File: config.mk
export PLATFORM = sky130hd
export DESIGN_NAME = spi_minion_adapter
export DESIGN_NICKNAME = d
export VERILOG_FILES = /design/src/rtl/spi_minion_adapter.sv
export SDC_FILE = /design/constraint.sdc
export NUM_CORES = 1
export LEC_CHECK = 0
export BUFFER_PORTS_ARGS = -buffer_cell sky130_fd_sc_hd__buf_4
export CORE_ASPECT_RATIO = 0.6
export CORE_MARGIN = 2
export CORE_UTILIZATION = 25
export CTS_CLUSTER_DIAMETER = 150
export DETAILED_ROUTE_END_ITERATION = 12
export GPL_TIMING_DRIVEN = 0
export HOLD_SLACK_MARGIN = 0.03
export PLACE_DENSITY = 0.52
export REMOVE_ABC_BUFFERS = 1
export SETUP_SLACK_MARGIN = 0.3
export SLEW_MARGIN = 15
export SYNTH_ARGS = -nofsm -noshare
export SYNTH_HDL_FRONTEND = slang
export SYNTH_SLANG_ARGS = --single-unit
File: constraint.sdc
create_clock -name clk -period 2.4 [get_ports clk]
set_clock_uncertainty 0.1 [all_clocks]
set_input_delay 0.12 -clock clk [delete_from_list [all_inputs] [get_ports clk]]
set_output_delay 0.12 -clock clk [all_outputs]
set_load 0.005 [all_outputs]
File: src/rtl/spi_minion_adapter.sv
// Sequencing/arbitration adapter between the SPI minion parallel port and device-side val/rdy streams.
// Optional drop counter enabled by defining SPI_MINION_ADAPTER_STATS_EN.
module spi_minion_adapter #(
  parameter int PACK_SIZE = 32,
  parameter int NUM_REQ   = 2,
  parameter int TX_DEPTH  = 4,
  parameter int RX_DEPTH  = 4
) (
  input  logic                            clk,
  input  logic                            reset,
  input  logic                            serve,
  input  logic                            seize,
  input  logic [PACK_SIZE-1:0]            to_device,
  output logic [PACK_SIZE-1:0]            from_device,
  output logic [PACK_SIZE-3:0]            recv_msg,
  output logic                            recv_val,
  input  logic                            recv_rdy,
  input  logic [NUM_REQ*(PACK_SIZE-2)-1:0] send_msg,
  input  logic [NUM_REQ-1:0]              send_val,
  output logic [NUM_REQ-1:0]              send_rdy
`ifdef SPI_MINION_ADAPTER_STATS_EN
  ,
  output logic [15:0]                     drop_count
`endif
);

  localparam int PW    = PACK_SIZE - 2;
  localparam int TX_AW = $clog2(TX_DEPTH);
  localparam int TX_CW = TX_AW + 1;
  localparam int RX_AW = $clog2(RX_DEPTH);
  localparam int RX_CW = RX_AW + 1;
  localparam int RR_W  = (NUM_REQ > 1) ? $clog2(NUM_REQ) : 1;

  localparam logic [TX_CW-1:0] TX_FULL_CNT = TX_CW'(TX_DEPTH);
  localparam logic [RX_CW-1:0] RX_FULL_CNT = RX_CW'(RX_DEPTH);
  localparam logic [RR_W:0]    NUM_REQ_W   = (RR_W+1)'(NUM_REQ);
  localparam logic [RR_W-1:0]  LAST_REQ    = RR_W'(NUM_REQ - 1);

  // ---------------------------------------------------------------------------
  // TX FIFO state
  // ---------------------------------------------------------------------------
  logic [PW-1:0]    tx_mem [TX_DEPTH];
  logic [TX_AW-1:0] tx_wr_ptr;
  logic [TX_AW-1:0] tx_rd_ptr;
  logic [TX_CW-1:0] tx_cnt;
  logic             tx_empty;
  logic             tx_full;
  logic             tx_push;
  logic             tx_pop;
  logic [PW-1:0]    tx_wdata;

  // ---------------------------------------------------------------------------
  // RX FIFO state
  // ---------------------------------------------------------------------------
  logic [PW-1:0]    rx_mem [RX_DEPTH];
  logic [RX_AW-1:0] rx_wr_ptr;
  logic [RX_AW-1:0] rx_rd_ptr;
  logic [RX_CW-1:0] rx_cnt;
  logic             rx_empty;
  logic             rx_full;
  logic             rx_push;
  logic             rx_pop;
  logic             rx_pkt_val;

  // ---------------------------------------------------------------------------
  // Arbiter state
  // ---------------------------------------------------------------------------
  logic [RR_W-1:0]  rr;
  logic [RR_W-1:0]  gnt_idx;
  logic             gnt_found;

  // The spc flag from the master is informational only; nothing gates on it.
  logic             unused_spc;
  assign unused_spc = to_device[PACK_SIZE-2];

  assign tx_empty = (tx_cnt == '0);
  assign tx_full  = (tx_cnt == TX_FULL_CNT);
  assign rx_empty = (rx_cnt == '0);
  assign rx_full  = (rx_cnt == RX_FULL_CNT);

  // Round-robin search starting at rr, wrapping at NUM_REQ.
  always_comb begin
    logic [RR_W:0] cand;
    gnt_found = 1'b0;
    gnt_idx   = '0;
    cand      = '0;
    for (int k = 0; k < NUM_REQ; k++) begin
      cand = {1'b0, rr} + (RR_W+1)'(k);
      if (cand >= NUM_REQ_W) cand = cand - NUM_REQ_W;
      if (!gnt_found && send_val[cand[RR_W-1:0]]) begin
        gnt_found = 1'b1;
        gnt_idx   = cand[RR_W-1:0];
      end
    end
  end

  // Full is taken from registered occupancy, so a same-cycle pop never frees a slot early.
  always_comb begin
    send_rdy = '0;
    if (gnt_found && !tx_full) send_rdy[gnt_idx] = 1'b1;
  end

  always_comb begin
    tx_wdata = '0;
    for (int i = 0; i < NUM_REQ; i++) begin
      if (gnt_idx == RR_W'(i)) tx_wdata = send_msg[i*PW +: PW];
    end
  end

  assign tx_push    = |(send_val & send_rdy);
  assign tx_pop     = seize & ~tx_empty;

  assign rx_pkt_val = serve & to_device[PACK_SIZE-1];
  assign rx_pop     = recv_rdy & ~rx_empty;
  assign rx_push    = rx_pkt_val & (~rx_full | rx_pop);

  // ---------------------------------------------------------------------------
  // Outputs are driven from registered state only, so they are stable at seize.
  // ---------------------------------------------------------------------------
  assign from_device = {~tx_empty, ~rx_full, tx_empty ? {PW{1'b0}} : tx_mem[tx_rd_ptr]};
  assign recv_val    = ~rx_empty;
  assign recv_msg    = rx_empty ? {PW{1'b0}} : rx_mem[rx_rd_ptr];

  // ---------------------------------------------------------------------------
  // Control registers
  // ---------------------------------------------------------------------------
  // NOTE: sequential state uses non-blocking assignments so every register samples pre-edge values.
  always_ff @(posedge clk) begin
    if (reset) begin
      tx_wr_ptr <= '0;
      tx_rd_ptr <= '0;
      tx_cnt    <= '0;
      rx_wr_ptr <= '0;
      rx_rd_ptr <= '0;
      rx_cnt    <= '0;
      rr        <= '0;
    end else begin
      if (tx_push) begin
        tx_wr_ptr <= tx_wr_ptr + TX_AW'(1);
        rr        <= (gnt_idx == LAST_REQ) ? '0 : gnt_idx + RR_W'(1);
      end
      if (tx_pop) tx_rd_ptr <= tx_rd_ptr + TX_AW'(1);
      case ({tx_push, tx_pop})
        2'b10:   tx_cnt <= tx_cnt + TX_CW'(1);
        2'b01:   tx_cnt <= tx_cnt - TX_CW'(1);
        default: tx_cnt <= tx_cnt;
      endcase

      if (rx_push) rx_wr_ptr <= rx_wr_ptr + RX_AW'(1);
      if (rx_pop)  rx_rd_ptr <= rx_rd_ptr + RX_AW'(1);
      case ({rx_push, rx_pop})
        2'b10:   rx_cnt <= rx_cnt + RX_CW'(1);
        2'b01:   rx_cnt <= rx_cnt - RX_CW'(1);
        default: rx_cnt <= rx_cnt;
      endcase
    end
  end

  // NOTE: FIFO storage is not reset; reads are masked by the empty flags, so stale data never escapes.
  always_ff @(posedge clk) begin
    if (tx_push) tx_mem[tx_wr_ptr] <= tx_wdata;
    if (rx_push) rx_mem[rx_wr_ptr] <= to_device[PW-1:0];
  end

`ifdef SPI_MINION_ADAPTER_STATS_EN
  logic rx_drop;
  assign rx_drop = rx_pkt_val & rx_full & ~rx_pop;

  always_ff @(posedge clk) begin
    if (reset) begin
      drop_count <= '0;
    end else if (rx_drop && drop_count != 16'hFFFF) begin
      drop_count <= drop_count + 16'd1;
    end
  end
`endif

endmodule
# Word-level counts from Yosys, hierarchy flattened
# Memory sizes are Yosys's and may differ from the RTL's. A register that Yosys moved wholly into a read port is not among the register bits.
# Index checks and enable logic that the tools add are counted.
# W data, S select, Z words.
[op_classes] n_addsub=12 magnitude_cmp=6 n_eq_ne=6 n_mux=27 bitwise_logic=9 n_reduce_logical=10
[op_table] cell="$mux W30" count=3
[op_table] cell="$mux W1" count=16
[op_table] cell="$pmux W3 S2" count=2
[op_table] cell="$mux W2" count=5
[op_table] cell="$add A2 B1 Y2 const B" count=4
[op_table] cell="$add A3 B1 Y3 const B" count=2
[op_table] cell="$eq A3 B3 Y1 const B" count=2
[op_table] cell="$logic_not A3 Y1" count=2
[op_table] cell="$lt A1 B2 Y1 const B" count=3
[op_table] cell="$sub A3 B1 Y3 const B" count=2
[op_table] cell="$and A1 B1 Y1" count=4
[op_table] cell="$eq A2 B1 Y1 const B" count=2
[op_table] cell="$eq A2 B2 Y1 const B" count=2
[op_table] cell="$reduce_bool A2 Y1" count=2
[op_table] cell="$logic_and A1 B1 Y1" count=3
[op_table] cell="$not A1 Y1" count=3
[op_table] cell="$add A1 B1 Y2 const B" count=1
[op_table] cell="$and A2 B2 Y2" count=1
[op_table] cell="$ge A1 B2 Y1 const B" count=1
[op_table] cell="$ge A2 B2 Y1 const B" count=1
[op_table] cell="$logic_not A1 Y1" count=2
[op_table] cell="$reduce_or A2 Y1" count=1
[op_table] cell="$sub A1 B1 Y1 const B" count=2
[op_table] cell="$add A1 B1 Y1 const B" count=1
[op_table] cell="other kinds (3)" count=3
[totals] ff_bits=15 ram_bits=240 output_inout_bits=65 memories=2
[memory_table] name="rx_mem" words=4 word_bits=30 rd=1 rd_clocked_by_memory_dff=1 write_ports=1 line="55" source="logic [PW-1:0] rx_mem [RX_DEPTH];"
[memory_table] name="tx_mem" words=4 word_bits=30 rd=1 rd_clocked_by_memory_dff=1 write_ports=1 line="42" source="logic [PW-1:0] tx_mem [TX_DEPTH];"

# Depth between registers and ports, before layout
# Gate-level depths: netlist of run 1.
[logic_depth] word_depth=17 ltp_mapped=9

# Worst setup path after synthesis of run 1
# No wires, ideal clock.
[synth_timing] path_kind="flip-flop to flip-flop" startpoint="reg rx_cnt[2]" endpoint="reg rx_cnt[2]" setup_time_ns=0.074 t_arrival_ns=1.944 required_ns=2.226 setup_slack_ns=0.281 stages_incl_launch_ff=8 path_buffers=2 synth_period_minus_slack_ns=2.119 path_cell_list="dfxtp_1 -> or3_1 -> buf_2 -> buf_4 -> nand3_1 -> fa_1 -> or4_1 -> a31oi_1"
[synth_between] elab_chain_cells=7 elab_cells_between_ends=13 classes_between="add/sub: 2; eq/ne: 3; mux: 1; bitwise: 5; reduce/logical: 2"
[synth_rtl] item="from (decl)" line="58" source="logic [RX_CW-1:0] rx_cnt;"
[synth_rtl] item="from (signal assigned)" line="152" source="2'b10: rx_cnt <= rx_cnt + RX_CW'(1);"
[synth_rtl] item="from (signal assigned)" line="153" source="2'b01: rx_cnt <= rx_cnt - RX_CW'(1);"
[synth_rtl] item="from (signal assigned)" line="154" source="default: rx_cnt <= rx_cnt;"
[synth_rtl] item="$logic_not A3 Y1 (*)" line="78" source="assign rx_empty = (rx_cnt == '0);"
[synth_rtl] item="$not A1 Y1 (*)"
[synth_rtl] item="net recv_val" line="16" source="output logic recv_val,"
[synth_rtl] item="$and A1 B1 Y1 (*)" line="114" source="assign rx_pop = recv_rdy & ~rx_empty;"
[synth_rtl] item="$or A1 B1 Y1" line="115" source="assign rx_push = rx_pkt_val & (~rx_full | rx_pop);"
[synth_rtl] item="$and A1 B1 Y1" line="115"
[synth_rtl] item="$eq A2 B1 Y1 or $eq A2 B2 Y1 (tied branches)" line="151" source="case ({rx_push, rx_pop})"
[synth_rtl] item="$pmux W3 S2 or $reduce_bool A2 Y1 (tied branches)"
# Mark *: on every way through the listed nets, which the timed path passes. The rest lies on a longest branch.
# A chain may end at the register's enable or synchronous reset.

==> results of run 1 <==
## flip-flops by register name (all words and copies together) (netlist names), named ones only
signal / count
tx_wr_ptr: 2
tx_rd_ptr: 2
rx_cnt: 3
rx_rd_ptr: 2
tx_mem: 120
rx_wr_ptr: 2
tx_cnt: 3
rr: 1
rx_mem: 120
## final cells by class
type / instances / area, µm² / share of cell area [%]
Tap cell: 570 / 713.2 / 4.749
Clock buffer: 32 / 724.4 / 4.824
Timing Repair Buffer: 292 / 2838 / 18.90
Clock inverter: 17 / 215.2 / 1.433
Inverter: 12 / 45.04 / 0.2999
Multi-Input combinational cell: 237 / 2863 / 19.06
Antenna cell: 1 / 2.502 / 0.01666
Sequential cell: 259 / 7617 / 50.72
## worst reg2reg max path, stage by stage, from the launching register on
cell and delay [ns]:
dfxtp_4 0.37, or3_4 0.40, and2_4 0.16, ha_4 0.16, inv_2 0.05, fa_2 0.22, xor2_2 0.08, or3_4 0.36
a21oi_2 0.15
## per-stage QoR
step	std cells	TNS (ns)	total power, µW	hold WS [ns]	area, µm²
floorplan	505	0	7726	0.08907	10320
global placement	1237	-162.52	9474	0.2254	12250
detailed placement	1248	-0.3254	9591	0.2254	12540
CTS	1408	0	14860	0.1129	14760
global route	1419	0	15850	0.05240	15020
finish	1420	0	15080	0.03615	15020
## cells by family (layout without fill, tap and decap cells)
group	count (synthesis)	in the layout
xor+xnor	8	8
mux	93	93
simple gates	107	110
other cells	0	1
buf+inv	37	353
fa+ha+maj	11	11
flops	259	259
compound gates	15	15
## synth_stat cells (2+ instances only)
| cell type | count |
|---|---|
| clkbuf_1 | 4 |
| nand3_1 | 5 |
| nand2_1 | 4 |
| dfxtp_1 | 19 |
| buf_2 | 8 |
| inv_1 | 12 |
| and2_1 | 69 |
| o21ai_2 | 2 |
| xor2_1 | 4 |
| buf_6 | 6 |
| mux2i_1 | 2 |
| mux4_2 | 60 |
| nor2_1 | 20 |
| edfxtp_1 | 240 |
| o21ai_0 | 2 |
| xnor2_1 | 2 |
| or3_1 | 2 |
| mux2_2 | 30 |
| a21oi_1 | 5 |
| ha_1 | 9 |
| fa_1 | 2 |
| buf_4 | 5 |
| nand2_2 | 2 |
## worst max path at each step
stage,end,cells past startpoint,slack (ns)
6_report,from_device[19],4,0.18
5_1_grt,from_device[20],4,0.1
4_1_cts,from_device[19],4,0.13
3_5_place_dp,rx_cnt[2],5,-0.28
3_3_place_gp,recv_msg[12],3,-0.93
2_1_floorplan,from_device[0],2,0.009
## per-layer routing
layer / part of all wire, % / up-vias
met3: 3.4 / 45
met2: 46 / 74
met1: 48 / 3023
met4: 2.4 / 0
met5: 0 / -
li1: - / 2684
## report_power, final
part           internal [µW]  switching (µW)  total, µW
registers               5550             248       5800
clock network           2610            1820       4430
logic                   2820            2040       4860
## timing repair
action | in CTS | in global routing
resized for setup | 42 | 48
endpoints found under the hold margin | 259 | 0
buffers inserted | 9 | 9
setup endpoints to repair | 118 | 112
pin swaps | 4 | 10
cloned | 3 | 2
hold buffers | 99 | 0
==> flow_summary.ini, run 1 <==
[critical_path]
arrival_ns = 2.00
cp_top_family = multiplexers
worst-setup-path-type = register to primary output
worst-path-buf-inv = 2
crit_path_end_kind = primary output
cp.required_ns = 2.18
r2r_slack_ns = 0.28
r2r_cells = 8
r2r_start = tx_cnt[2]
reg2reg_to = tx_cnt[2]
crit_fanout = 5
crit_path_top_delay_cell = mux4_2
max_stage_delay_ns = 0.52
crit_chain = buf_12 > mux4_2 > and2_4 > buf_6
critical_path.startpoint_type = register

[global_route]
grt.met2_usage_pct = 17.89
first_global_vias = 6114
grtUsageTotal_pct = 11.72
grt_max_degree = 27
use_met1_pct = 17.13
gr-usage-met3_pct = 2.253
overflow = 0
busiest_layer = met2
grt_first_pass_wirelength_mm = 38.31
antenna_found_initial = 1

[synth]
synth_compound_area_share_pct = 1.086
syn_inst = 530
synthArstFlopShare_pct = 0
synth_top_family_by_area = multiplexers
synthMuxAreaShare_pct = 16.44
synth_top_area_share_pct = 68.72
ys.flop_type = edfxtp_1
synthAdderAreaFrac_pct = 1.455
seq_area_frac_synth_pct = 72.35
ys_ff_latch = 259
syn_area_um2 = 10490
yosysUniqueCellTypes = 39
synth_xor_area_share_pct = 0.8113
synthSimpleGateAreaFrac_pct = 5.822
synthTopCellsByArea = edfxtp_1, mux4_2, and2_1, dfxtp_1, mux2_2
synth_top_area_cell = edfxtp_1
ys_warn_count = 0
syn-mean-instance-area_um2 = 19.79
synth_edf_count = 240

[sta]
relSlewSlack_pct = 63.74
setup_ws_ns = 0.1822
period_needed_ns = 2.218
rsz0062_at_grt = true
hold_violations = 0
fmax_ghz = 0.4509
period_share_pct = 92.41
worstMarginPinSlew_ns = 0.5439
setup_viol = 0
slew_viol_final = 0

[final_layout]
final.fill_count = 3932
final_common_cell = edfxtp_1
drive_above_1_share_pct = 47.11
fin_nets = 939
layout_common_cells = edfxtp_1, buf_4, dlygate4sd3_1
area_growth_pct = 43.20
final_util_pct = 36.05

[route]
first_iter_violations = 335
viasPerCell = 4.103
detail-route-antenna-nets = 0
wirelength_mm = 26.04
drt_first_pass_iters = 6
drc = 0
wl_per_cell_um = 18.34
num_vias = 5826

[power_and_ir_drop]
ir_worst_vdd_mv = 0.5175
power_per_cell_area_nw_per_um2 = 1004
power_leakage_uw = 0.005271

[clocking]
cts_sinks = 259
root_buffer = clkbuf_16
numCtsBuffers = 27
cts_tree = done
htree_levels = 1
clock_latency_ns = 0.54
path_clk_slew_ns = 0.07
max-clock-path-buffers = 3

[hold_path]
hold_class = input pin to register
min_from = send_val[0]
hold_end = tx_wr_ptr[1]
min_path_cells = 5

[floorplanning]
core_um2 = 41660
die-area_um2 = 43660
start_util_pct = 25.18
rows = 58
ioPinCount = 164
die_x_um = 268.4
dieHeight_um = 162.7

[placed_design]
post-place-ws_ns = -0.2850
io_buffer_count = 162
place_hpwl_mm = 14.88
place_congestion = 0.6726

[outcome]
status = completed

[flow_run]
cap_violations = 0
Power figures use the tool's default switching activity.
==> run 2: changes to the inputs <==
Settings changed: BUFFER_PORTS_ARGS -buffer_cell sky130_fd_sc_hd__buf_4 to not set, CAP_MARGIN set to 10, CTS_BUF_LIST set to sky130_fd_sc_hd__clkbuf_8, DONT_BUFFER_PORTS set to 1, PLACE_DENSITY 0.52 to 0.48.
==> run 2 against run 1 <==
- final area shrank 9.9%
- sequential share of layout area grew 5.6 points
- critical path depth grew 4
- sequential power is essentially flat
- register-to-register slack is essentially flat
- sequential cell count is the same
- worst hold slack gained 0.14 ns
- routed wire length shrank 5.9%
- combinational power shrank 26%
- clock-buffer cell count grew 12
- worst setup slack gained 0.098 ns
- global-route usage shrank 0.83 points
- largest cell class unchanged
==> flow_summary.ini, run 2 (synthesis gave the netlist of run 1 again) <==
[global_route]
grt.met2_usage_pct = 18.40
overflow = 0
use_met1_pct = 13.65
antenna_found_initial = 1
gr-usage-met3_pct = 2.449
grt_first_pass_wirelength_mm = 35.87
grt_max_degree = 29
first_global_vias = 6056
busiest_layer = met2
grtUsageTotal_pct = 10.89

[final_layout]
final_common_cell = edfxtp_1
final_util_pct = 32.49
diodes = 0
drive_above_1_share_pct = 32.87
area_growth_pct = 29.06
fin_cells = 1282
layout_common_cells = edfxtp_1, dlygate4sd3_1, mux4_2
reg.largest.list = rx_mem: 120 flops, tx_mem: 120 flops
fin_nets = 789

[placed_design]
place_congestion = 0.7096
post-place-ws_ns = -0.5253
placed_cells = 1088
place_hpwl_mm = 14.31
io_buffer_count = 0

[sta]
setup_ws_ns = 0.2806
fmax_ghz = 0.4718
slew_viol_final = 0
worstMarginPinSlew_ns = 0.8295
rsz0062_at_grt = true
period_share_pct = 88.31
hold_violations = 0
finalSetupTns_ns = 0
relSlewSlack_pct = 44.52
setup_viol = 0
period_needed_ns = 2.119

[route]
drt_first_pass_iters = 5
wirelength_mm = 24.50
first_iter_violations = 219
drc = 0
detail-route-antenna-nets = 0
wl_per_cell_um = 19.11
viasPerCell = 4.250
num_vias = 5448

[floorplanning]
rows = 58
die_x_um = 268.4
dieHeight_um = 162.7
core_um2 = 41660
die-area_um2 = 43660
start_util_pct = 25.18
ioPinCount = 164

[critical_path]
cp_top_family = simple AND/OR/NAND/NOR gates
cp.required_ns = 2.77
arrival_ns = 2.49
max_stage_delay_ns = 0.48
critical_path.startpoint_type = register
crit_path_top_delay_cell = or3_4
cp_num_cells = 8
worst-path-buf-inv = 1
crit_fanout = 6
worst-setup-path-type = register to register
r2r_cells = 8
crit_chain = or3_4 > and2_4 > ha_4 > inv_2 > fa_2 > xor2_1 > or3_1 > a21oi_2
crit_path_end_kind = register

[power_and_ir_drop]
power_leakage_uw = 0.004404
ir_worst_vdd_mv = 0.2854
power_per_cell_area_nw_per_um2 = 974.2

[outcome]
status = completed

[clocking]
path_clk_slew_ns = 0.06
numCtsBuffers = 43
clock_latency_ns = 0.56
cts_sinks = 259
max-clock-path-buffers = 3
cts_tree = done
htree_levels = 2
root_buffer = clkbuf_8

[flow_run]
cap_violations = 0

[hold_path]
hold_class = input pin to register
min_path_cells = 1
## run 2: changes by cell type in the layout (fill, tap and decap cells not counted), moves of 3 or more
cell       previous run  this run
and2_4               33        19
clkinv_2              4         7
clkbuf_16            28         3
inv_1                10        19
clkbuf_8              3        44
buf_4               144         5
and2_1               31        43
buf_6                30         0
clkinv_1              1        11
## run 2: power breakdown
| part | switching (µW) | internal (µW) |
|---|---|---|
| clock network | 1760 | 2050 |
| logic | 1780 | 1800 |
| registers | 252 | 5550 |
| total | 3790 | 9400 |
## run 2: final cells by class
class / instances / area, µm²
Fill cell: 4001 / 28120
Sequential cell: 259 / 7620
Multi-Input combinational cell: 240 / 2850
Timing Repair Buffer: 123 / 1469
Tap cell: 570 / 713.2
Clock buffer: 44 / 605.6
Clock inverter: 34 / 232.7
Inverter: 12 / 45.04
## run 2: routing by layer
metal  routed length [µm]  up-vias
li1                     -     2407
met1                10520     2863
met2                12260      124
met3                 1141       54
met4                  580        0
met5                    0        -
## run 2: final timing paths
path / from / end / slack [ns]
worst max-delay path: tx_cnt[1] / tx_cnt[2] / 0.28
worst min-delay path: to_device[0] / rx_mem[3][0] / 0.18
worst max register to register: tx_cnt[1] / tx_cnt[2] / 0.28
worst min register to register: tx_wr_ptr[1] / tx_wr_ptr[1] / 0.41
## run 2: per-stage QoR
step	hold WS [ns]	cell area (µm²)	total power, µW
floorplan	0.08907	10320	7726
global placement	0.09636	11030	8454
detailed placement	0.09862	11360	8728
CTS	0.1180	13370	13110
global route	0.1363	13540	13860
finish	0.1766	13540	13190
## run 2: repair_timing
| action | 4_1_cts | 5_1_grt |
|---|---|---|
| buffers inserted | 7 | 1 |
| pin swaps | 4 | 4 |
| resized for setup | 21 | 27 |
| hold buffers | 99 | 0 |
| cloned | 5 | 4 |
| setup endpoints to repair | 67 | 92 |
| endpoints found under the hold margin | 259 | 0 |
==> run 3: changes to the inputs <==
Settings changed: PLACE_DENSITY 0.48 to not set.
==> run 3 against run 2 <==
- clock-buffer cell count fell by 3
- non-clock buffer count rose by 10
- routed wire length rose by 5.3%
- core utilization barely moved
- combinational power rose by 6.4%
- first-iteration DRC count rose by 83%
- cell count rose by 0.47%
==> flow_summary.ini, run 3 (synthesis gave the netlist of run 1 again) <==
[clocking]
cts_tree = done
clock_latency_ns = 0.56
numCtsBuffers = 41
htree_levels = 2
max-clock-path-buffers = 3
cts_sinks = 259
path_clk_slew_ns = 0.07
root_buffer = clkbuf_8

[critical_path]
worst-setup-path-type = register to primary output
cp.required_ns = 2.18
crit_fanout = 7
r2r_cells = 8
crit_path_end_kind = primary output
critical_path.startpoint_type = register
arrival_ns = 1.89
r2r_slack_ns = 0.31

[global_route]
antenna_found_initial = 1
overflow = 0
grt_max_degree = 26
first_global_vias = 5755
grt_first_pass_wirelength_mm = 37.31
grtUsageTotal_pct = 11.72

[final_layout]
fin_nets = 797
layout_common_cells = edfxtp_1, dlygate4sd3_1, mux4_2
drive_above_1_share_pct = 34.59
area_growth_pct = 28.98
final_util_pct = 32.47
reg.largest.list = rx_mem: 120 flops, tx_mem: 120 flops
final_common_cell = edfxtp_1

[sta]
rsz0062_at_grt = true
fmax_ghz = 0.4739
slew_viol_final = 0
finalSetupTns_ns = 0
setup_viol = 0
period_needed_ns = 2.110
holdWs_ns = 0.1169
relSlewSlack_pct = 46.05
worstMarginPinSlew_ns = 0.8066
period_share_pct = 87.93
hold_violations = 0

[outcome]
status = completed

[floorplanning]
dieHeight_um = 162.7
start_util_pct = 25.18
rows = 58
die_x_um = 268.4
die-area_um2 = 43660
ioPinCount = 164
core_um2 = 41660

[power_and_ir_drop]
power_per_cell_area_nw_per_um2 = 972.6
clkPwrFrac_pct = 26.8
switchingPower_uw = 3918
p_sw_share_pct = 29.78
p_seq_share_pct = 44.2
ir_worst_vdd_mv = 0.3772
internal_power_uw = 9238
power_leakage_uw = 0.004430
pwr-share-comb_pct = 29.0

[placed_design]
place_hpwl_mm = 13.90
io_buffer_count = 0
place_congestion = 0.6733

[hold_path]
hold_class = input pin to register
min_path_cells = 4

[route]
detail-route-antenna-nets = 0
first_iter_violations = 401
wl_per_cell_um = 20.02
drt_first_pass_iters = 4
drc = 0
num_vias = 5463
wirelength_mm = 25.79
viasPerCell = 4.241

[flow_run]
cap_violations = 0
-- run 3: cell count changes in the layout (fill, tap and decap cells not counted), sizes merged --
cell / previous run / this run
buf: 21 / 31
bufinv: 3 / 1
clkbuf: 47 / 43
clkinv: 19 / 15
diode: 0 / 1
dlygate4sd3: 99 / 100
inv: 22 / 26
-- run 3: layout make-up --
| class | count | area [µm²] |
|---|---|---|
| Antenna cell | 1 | 2.502 |
| Clock buffer | 41 | 564.3 |
| Clock inverter | 32 | 192.7 |
| Fill cell | 4046 | 28130 |
| Inverter | 12 | 45.04 |
| Multi-Input combinational cell | 240 | 2879 |
| Sequential cell | 259 | 7620 |
| Tap cell | 570 | 713.2 |
| Timing Repair Buffer | 133 | 1510 |
-- run 3: metrics by stage --
step,total power (µW),cell area (µm²),std cells,worst slack [ns]
after floorplan,7726,10320,505,0.008783
after global placement,8582,11030,1075,-0.7698
after detailed placement,8680,11300,1086,-0.2368
after CTS,12980,13330,1280,0.2038
after global routing,13850,13520,1287,0.1749
final,13160,13530,1288,0.2898
-- run 3: per-layer routing --
layer	part of all wire (%)	global-route usage (%)	vias up
li1	-	-	2416
met1	45	15.93	2882
met2	47	18.29	119
met3	5.3	3.069	46
met4	2.2	3.838	0
met5	0	0	-
-- run 3: repair_timing --
item                                    in CTS  in global routing
hold endpoints to repair                   259                  0
hold buffers                               100                  0
gates cloned                                 6                  2
resized for setup                           23                 39
pin swaps                                    5                 16
endpoints found under the setup margin      64                137
buffers inserted                            15                  5
-- run 3: worst paths after layout --
kind,end,startpoint
hold / removal,rr,send_val[0]
setup reg to reg,tx_cnt[2],tx_cnt[1]
setup / recovery,from_device[8],register
hold reg to reg,tx_wr_ptr[1],tx_wr_ptr[1]
-- run 3: worst max-delay path, cell delays in order (launching register included) --
cell and delay (ns):
dfxtp_4 0.46, clkbuf_16 0.21, mux4_2 0.50, and2_4 0.17
-- run 3: power by group through the flow --
stage | sequential (µW) | clock [µW] | combinational [µW]
floorplan | 5940 | 0 | 1780
global placement | 6120 | 0 | 2460
detailed placement | 6080 | 0 | 2600
CTS | 5800 | 3660 | 3520
global route | 5860 | 3850 | 4130
finish | 5810 | 3530 | 3810
